--- src/rtl/ifu_fetch_ctrl.sv ---
// ifu_fetch_ctrl: multi-cycle instruction fetch stage.
// Owns the architectural PC, keeps at most one instruction-memory request
// outstanding, and hands each fetched word to the decoder over valid/ready.
// A redirect from execute replaces the PC. A fetch already in flight is
// allowed to complete, and its response is dropped.
module ifu_fetch_ctrl #(
  parameter int                ADDR_W   = 32,
  parameter logic [ADDR_W-1:0] RESET_PC = 32'h8000_0000
) (
  input  logic              clk,
  input  logic              rst,            // asynchronous, active-low

  // PC redirect from execute (jal/jalr, taken branch, ecall, mret)
  input  logic              redirect_valid,
  input  logic [ADDR_W-1:0] redirect_pc,

  // instruction memory request channel
  output logic              imem_req_valid,
  input  logic              imem_req_ready,
  output logic [ADDR_W-1:0] imem_req_addr,

  // instruction memory response channel
  input  logic              imem_rsp_valid,
  output logic              imem_rsp_ready,
  input  logic [31:0]       imem_rsp_data,
  input  logic              imem_rsp_err,

  // decoder-facing output
  output logic              out_valid,
  input  logic              out_ready,
  output logic [31:0]       out_inst,
  output logic [ADDR_W-1:0] out_pc,
  output logic              out_err
);

  // REQ : presenting a fetch request
  // WAIT: request accepted, waiting for its response
  // HOLD: instruction registered and offered to the decoder
  typedef enum logic [1:0] {
    ST_REQ  = 2'd0,
    ST_WAIT = 2'd1,
    ST_HOLD = 2'd2
  } state_t;

  state_t            state;
  state_t            state_nxt;

  logic [ADDR_W-1:0] pc;        // architectural PC of the next instruction
  logic [ADDR_W-1:0] req_addr;  // address of the request being presented / awaited
  logic              drop;      // the response in flight is stale; discard it

  logic [ADDR_W-1:0] redirect_tgt;
  logic [ADDR_W-1:0] pc_inc;
  logic              req_fire;
  logic              rsp_fire;

  // Fetches are always word aligned, so the low target bits are ignored.
  assign redirect_tgt = {redirect_pc[ADDR_W-1:2], 2'b00};
  // Sequential PC wraps modulo 2^ADDR_W.
  assign pc_inc       = pc + ADDR_W'(4);

  assign req_fire = imem_req_valid & imem_req_ready;
  assign rsp_fire = imem_rsp_valid & imem_rsp_ready;

  // ------------------------------------------------------------------
  // FSM state register
  // ------------------------------------------------------------------
  // State register with asynchronous reset back to the request state.
  always_ff @(posedge clk or negedge rst) begin
    // NOTE: sequential state is assigned with <= so every flop samples
    // pre-edge values, independent of block evaluation order.
    if (!rst) begin
      state <= ST_REQ;
    end else begin
      state <= state_nxt;
    end
  end

  // ------------------------------------------------------------------
  // FSM next-state logic
  // ------------------------------------------------------------------
  // Next state from the current handshakes and redirects.
  always_comb begin
    // NOTE: default first so every path assigns state_nxt and no latch
    // is inferred.
    state_nxt = state;
    unique case (state)
      ST_REQ: begin
        // A redirect here does not cancel the request. The request still
        // completes and its response is dropped in WAIT.
        if (req_fire) begin
          state_nxt = ST_WAIT;
        end
      end
      ST_WAIT: begin
        if (rsp_fire) begin
          // Stale or redirected responses restart fetch; good ones are held.
          if (drop || redirect_valid) begin
            state_nxt = ST_REQ;
          end else begin
            state_nxt = ST_HOLD;
          end
        end
      end
      ST_HOLD: begin
        // Either consumed by the decoder or flushed by a redirect.
        if (out_ready || redirect_valid) begin
          state_nxt = ST_REQ;
        end
      end
      default: begin
        state_nxt = ST_REQ;
      end
    endcase
  end

  // ------------------------------------------------------------------
  // FSM outputs
  // ------------------------------------------------------------------
  // Handshake strobes decoded from the state. The request valid is also
  // gated by reset, so it is low while reset is asserted.
  always_comb begin
    imem_req_valid = rst && (state == ST_REQ);
    imem_rsp_ready = (state == ST_WAIT);
    out_valid      = (state == ST_HOLD);
  end

  assign imem_req_addr = req_addr;

  // ------------------------------------------------------------------
  // PC, request address and drop flag
  // ------------------------------------------------------------------
  // Update PC, request address and drop flag by state and redirect.
  always_ff @(posedge clk or negedge rst) begin
    if (!rst) begin
      pc       <= RESET_PC;
      req_addr <= RESET_PC;
      drop     <= 1'b0;
    end else begin
      unique case (state)
        ST_REQ: begin
          // req_addr stays put until the handshake. The redirect only
          // retargets pc and marks the in-flight fetch as stale.
          if (redirect_valid) begin
            pc   <= redirect_tgt;
            drop <= 1'b1;
          end
        end
        ST_WAIT: begin
          if (rsp_fire) begin
            if (redirect_valid) begin
              // A response that arrives with a redirect is discarded.
              // Fetch resumes at the target and no drop is left pending.
              pc       <= redirect_tgt;
              req_addr <= redirect_tgt;
              drop     <= 1'b0;
            end else if (drop) begin
              // Stale response: refetch from the redirected PC.
              req_addr <= pc;
              drop     <= 1'b0;
            end
          end else if (redirect_valid) begin
            pc   <= redirect_tgt;
            drop <= 1'b1;
          end
        end
        ST_HOLD: begin
          if (redirect_valid) begin
            // Flush, or redirect after consumption. Both continue at the
            // target, never at pc+4.
            pc       <= redirect_tgt;
            req_addr <= redirect_tgt;
          end else if (out_ready) begin
            pc       <= pc_inc;
            req_addr <= pc_inc;
          end
        end
        default: begin
          drop <= 1'b0;
        end
      endcase
    end
  end

  // ------------------------------------------------------------------
  // Output instruction register
  // ------------------------------------------------------------------
  // Capture a good response. The value holds stable through the whole
  // HOLD state.
  always_ff @(posedge clk or negedge rst) begin
    // NOTE: these data registers are reset too, because the decoder-facing
    // outputs must read as zero in reset, not as leftover X.
    if (!rst) begin
      out_inst <= '0;
      out_pc   <= '0;
      out_err  <= 1'b0;
    end else if (state == ST_WAIT && rsp_fire && !drop && !redirect_valid) begin
      out_inst <= imem_rsp_data;
      out_pc   <= req_addr;
      out_err  <= imem_rsp_err;
    end
  end

endmodule

--- config.mk ---
export PLATFORM = sky130hd
export DESIGN_NAME = ifu_fetch_ctrl
export DESIGN_NICKNAME = d
export VERILOG_FILES = /design/src/rtl/ifu_fetch_ctrl.sv
export SDC_FILE = /design/constraint.sdc
export NUM_CORES = 1
export LEC_CHECK = 0
export CORE_MARGIN = 2
export CORE_UTILIZATION = 45
export DETAILED_ROUTE_END_ITERATION = 12
export GPL_TIMING_DRIVEN = 0
export PLACE_DENSITY = 0.8
export SLEW_MARGIN = 10
export SYNTH_ARGS = -nofsm -noshare
export SYNTH_HDL_FRONTEND = slang
export SYNTH_SLANG_ARGS = --single-unit
export TNS_END_PERCENT = 20
--- constraint.sdc ---
create_clock -name clk -period 2.3 [get_ports clk]
set_clock_uncertainty 0.2 [all_clocks]
set_input_delay 0.575 -clock clk [delete_from_list [all_inputs] [get_ports clk]]
set_output_delay 0.575 -clock clk [all_outputs]
set_load 0.005 [all_outputs]
After elaboration in Yosys (flattened, before gate mapping). Index checks and enable logic that the tools add are counted.

Add/sub/neg operators: 1. Equality and inequality tests: 8. Mux-type cells: 16. Bitwise gates (word level): 2. Reduce and logical (&&, ||, !) cells: 15.

Operators by type and width (count): 2-to-1 mux 32 bit (6); one-hot mux 32 bit (2 select lines) (2); adder 32 x 3 -> 32 bit, second input constant (1); 2-to-1 mux 2 bit (4); != test 2 x 1 -> 1 bit, second input constant (3); != test 3 x 2 -> 1 bit, second input constant (2); one-hot mux 2 bit (3 select lines) (1); AND reduction 3 bit (2); logical AND 1 bit (4); AND reduction 4 bit (1); nonzero test 2 bit (2); one-hot mux 1 bit (3 select lines) (1); bitwise AND 1 bit (2); == test 2 x 1 -> 1 bit, second input constant (1); == test 2 bit, second input constant (1); zero test 1 bit (2); zero test 2 bit (1); logical OR 1 bit (2); 2-to-1 mux 1 bit (2); != test 2 bit, second input constant (1); OR reduction 2 bit (1).

Bits in registers: 132. Output and inout port bits: 100. Logic and storage cells: 49.

Longest topological paths before layout.
Word-level depth: 5. Mapped depth: 10. Depth with buffers taken out: 7.

Worst setup path before layout. No wires, ideal clock.

Kind: input-to-reg. Start: input port redirect_valid. End: register pc[31]. Data arrival time: 1.939 ns. Path slack: 0.063 ns. Stages: 6. Path buffers: 1. Cell sequence: clkbuf_1 nand4b_4 nor4_4 a311oi_1 a31o_1 a221oi_1.

Word-level cells in the longest chain between the ends: 2.

Ends and longest elaborated chain: start: declaration (RTL line 14) `input logic redirect_valid,`; != test 3 x 2 -> 1 bit (no source line) (tied with other cells); AND reduction 3 bit (no source line) / one-hot mux 32 bit (2 select lines) (equally long branches); end signal: assignment (RTL line 145) `pc <= redirect_tgt;`; end signal: assignment (RTL line 154) `pc <= redirect_tgt;`; end signal: assignment (RTL line 163) `pc <= redirect_tgt;`; end: declaration (RTL line 48) `logic [ADDR_W-1:0] pc;`.

Several ways; a longest one is shown, not always the timed one. A chain may end at the register's enable or synchronous reset.

Final worst setup path.
Start: register state[1]. End: register req_addr[20] (netlist: imem_req_addr[20]).

Word-level cells in the longest chain between the ends: 4.

Ends and longest elaborated chain: start: declaration (RTL line 45) `state_t state;`; start signal: assignment (RTL line 75) `state <= state_nxt;`; == test 2 x 1 -> 1 bit (RTL line 124, 140); bitwise AND 1 bit (RTL line 63) `assign rsp_fire = imem_rsp_valid & imem_rsp_ready;`; != test 2 x 1 -> 1 bit (no source line); AND reduction 4 bit (no source line); end signal: assignment (RTL line 155) `req_addr <= redirect_tgt;`; end signal: assignment (RTL line 159) `req_addr <= pc;`; end signal: assignment (RTL line 172) `req_addr <= redirect_tgt;`; end: declaration (RTL line 49) `logic [ADDR_W-1:0] req_addr;`.

Several ways; a longest one is shown, not always the timed one.

==> results.toml <==
[route]
wl_per_cell_um = 19.9
via_count = 6268
drt_iter0_drc = 606
drt-total-wl_um = 21200
drc = 0
antenna_left = 0
via_per_inst = 5.88
drt-pass1-iter-count = 5

[cells_and_area]
drive_gt1_share_pct = 23.5
n_antenna_cell = 0
fin_cells = 1066
seqCellArea_mm2 = 0.00331
multi_input_area_mm2 = 0.00338
fill_cells = 1199
fin_nets = 943
area_growth_pct = 44.4

[critical_path]
path_cells = "buf_4 > ha_4 > clkbuf_4 > inv_1 > clkbuf_1 > nor4_1 > nor3_1 > o21ai_0"
critPathRequiredTime_ns = 2.39
r2r-start = "state[1]$_DFFE_PN0P_"
cp_slowest_cell = "clkbuf_1"
cp_top_family = "buffers and inverters"
cp-start-kind = "flop"
critPathKind = "reg -> reg"
timing.critical_path.arrival_ns = 2.47
path_max_fanout = 10
max_stage_delay_ns = 0.50
critPathBufInv = 4
end_kind = "flop"
critPathLaunch = "state[1]$_DFFE_PN0P_"

[floorplan]
num_rows = 45
fp.dieH_um = 127
die_x_um = 127
dieArea_mm2 = 0.0162
coreArea_mm2 = 0.0150
io_pins = 171
start_util_pct = 45.5

[sta]
whs_ns = -0.126
maxSlewViolCount = 0
finalSetupTns_ns = -0.0929
hold_violations = 75
rsz0062_at_grt = "yes"
setup_viol = 3
fin_crit_sh_pct = 103
tightest_slew_ns = 0.717
timing.final.ws_setup_ns = -0.0793
max_freq_mhz = 420
fin_crit_ns = 2.38
slew_headroom_pct = 52.2

[global_route]
use_met2_pct = 40.0
grt_pass1_vias = 6019
use_met1_pct = 34.3
antenna_found_initial = 0
grt.total_usage_pct = 26.1
gr-max-usage-layer = "met2"
grt_max_degree = 79
grt_overflow = 0
grt_pass1_wl_um = 32600
grt_use_met3_pct = 5.82

[min_path]
min_path_type = "in -> async"

[clock_tree]
insertion_delay_ns = 0.42
cts_max_level = 4
cts_tree = "done"
clockBufferDepth = 2
clock-sinks = 132
clockRootBuffer = "clkbuf_16"
clk_pin_slew_ns = 0.06
cts_buffers = 17

[yosys]
yosysTopAreaCell = "dfrtp_1"
ys_ff_latch = 132
yosysTopAreaCellShare_pct = 47.5
seq_area_frac_synth_pct = 48.3
ys.flop_type = "dfrtp_1"
syn_avg_cell_area_um2 = 10.3
yosysWarnings = 0
synth_edf_count = 0
synth.distinct_cells = 69
synth_nets = 740
synthCells = 663
syn_area_mm2 = 0.00684
synth_area_leaders = "dfrtp_1 48%, mux2_2 12%, nand2_1 3.8%"
synthArstFlopShare_pct = 100

[placed_design]
dp.cells = 1019
hpwl_um = 14300
gp_congestion = 0.959
port_buffers = 167
pre_cts_slack_ns = -0.892

[pwr]
ir_drop_mv = 0.848
power.leakage_nw = 4.19
cellPowerDensity_mw_per_mm2 = 1450

[outcome]
violations = "negative hold slack, negative setup slack"
status = "complete, but fails checks"

[flow_run]
drv_cap = 0
-- worst reg2reg max path, cell delays in order (launching register included) --
cell	delay, ns
dfrtp_1	0.40
buf_4	0.15
ha_4	0.18
clkbuf_4	0.20
inv_1	0.11
clkbuf_1	0.50
nor4_1	0.13
nor3_1	0.26
o21ai_0	0.13
-- flip-flops by register name (all words and copies together), names as in the netlist --
name,count
state,2
out_inst,32
out_pc,32
drop,1
pc,32
out_err,1
imem_req_addr,32
-- Yosys cell counts (6+ instances only) --
cell type / instances
clkbuf_1: 23
ha_1: 6
o211ai_1: 6
o22a_1: 10
a31oi_1: 10
buf_4: 8
nand4_1: 14
mux2i_1: 18
o31ai_1: 6
xor2_1: 7
nor3_1: 14
mux2_2: 70
dfrtp_1: 130
nand3_1: 26
a21oi_1: 35
nand2_1: 70
inv_1: 12
a2bb2oi_1: 6
nor2_1: 36
and3_1: 8
buf_2: 19
o21ai_0: 37
-- worst paths after layout --
check	end	slack [ns]	cells past startpoint
worst min-delay path	out_inst[16]$_DFFE_PN0P_	-0.13	1
max in group asynchronous	imem_req_addr[31]$_DFFE_PN1P_	1.35	2
worst max register to register	imem_req_addr[20]$_DFFE_PN0P_	-0.08	8
min in group clk	pc[1]$_DFFE_PN0P_	0.30	1
worst max-delay path	imem_req_addr[20]$_DFFE_PN0P_	-0.08	8
worst min register to register	pc[1]$_DFFE_PN0P_	0.30	1
-- kinds of logic (layout without fill, tap and decap cells) --
family | after synthesis | count (layout) | synth area share, %
xor+xnor | 8 | 8 | 1.02
compound gates | 153 | 153 | 14.8
flops | 132 | 132 | 48.3
fa+ha+maj | 6 | 6 | 1.10
mux | 88 | 88 | 14.1
buf+inv | 65 | 280 | 4.46
simple gates | 211 | 211 | 16.2
-- cells in the final DEF (no fill, tap or decap), drive strengths merged, types with 28 or more instances in the layout --
cell / n
nand3: 28
a21oi: 35
buf: 49
clkdlybuf4s50: 163
dfrtp: 130
clkbuf: 41
nor2: 37
mux2: 70
o21ai: 40
nand2: 70
-- power breakdown --
| group | internal [mW] | total, mW | switching, mW | leakage [nW] |
|---|---|---|---|---|
| sequential | 3.46 | 4.27 | 0.815 | 1.61 |
| clock | 2.20 | 3.23 | 1.03 | 0.344 |
| combinational | 3.54 | 6.84 | 3.29 | 2.24 |
-- metrics by stage --
step	cell area (um2)	utilization [%]	power, mW	hold slack (ns)
6_report	9880	65.7	14.3	-0.126
5_1_grt	9880	65.7	15.1	-0.104
4_1_cts	9720	64.6	14.1	-0.121
3_5_place_dp	8780	58.4	10.4	0.285
3_3_place_gp	8750	58.2	10.2	0.270
2_1_floorplan	6840	-	7.39	0.0794
-- timing repair --
action                                  in CTS  in global routing
endpoints found under the setup margin     128                124
resized for setup                           55                 37
pin swaps                                    5                  8
buffers inserted                             9                  7
hold endpoints to repair                    75                 75
-- final cells by class --
type	count	share of cell area (%)
Multi-Input combinational cell	466	34.2
Sequential cell	132	33.5
Timing Repair Buffer	184	18.6
Clock buffer	19	4.58
Buffer	53	3.79
Clock inverter	12	2.53
Tap cell	188	2.38
Inverter	12	0.456
-- per-layer routing --
metal  share of wire, %  routed length [um]
met4                3.5                 749
met3                9.2                1950
met2                 46                9730
met1                 41                8770
met5                  0                   0
No activity file was read; power rests on OpenSTA's default activity.
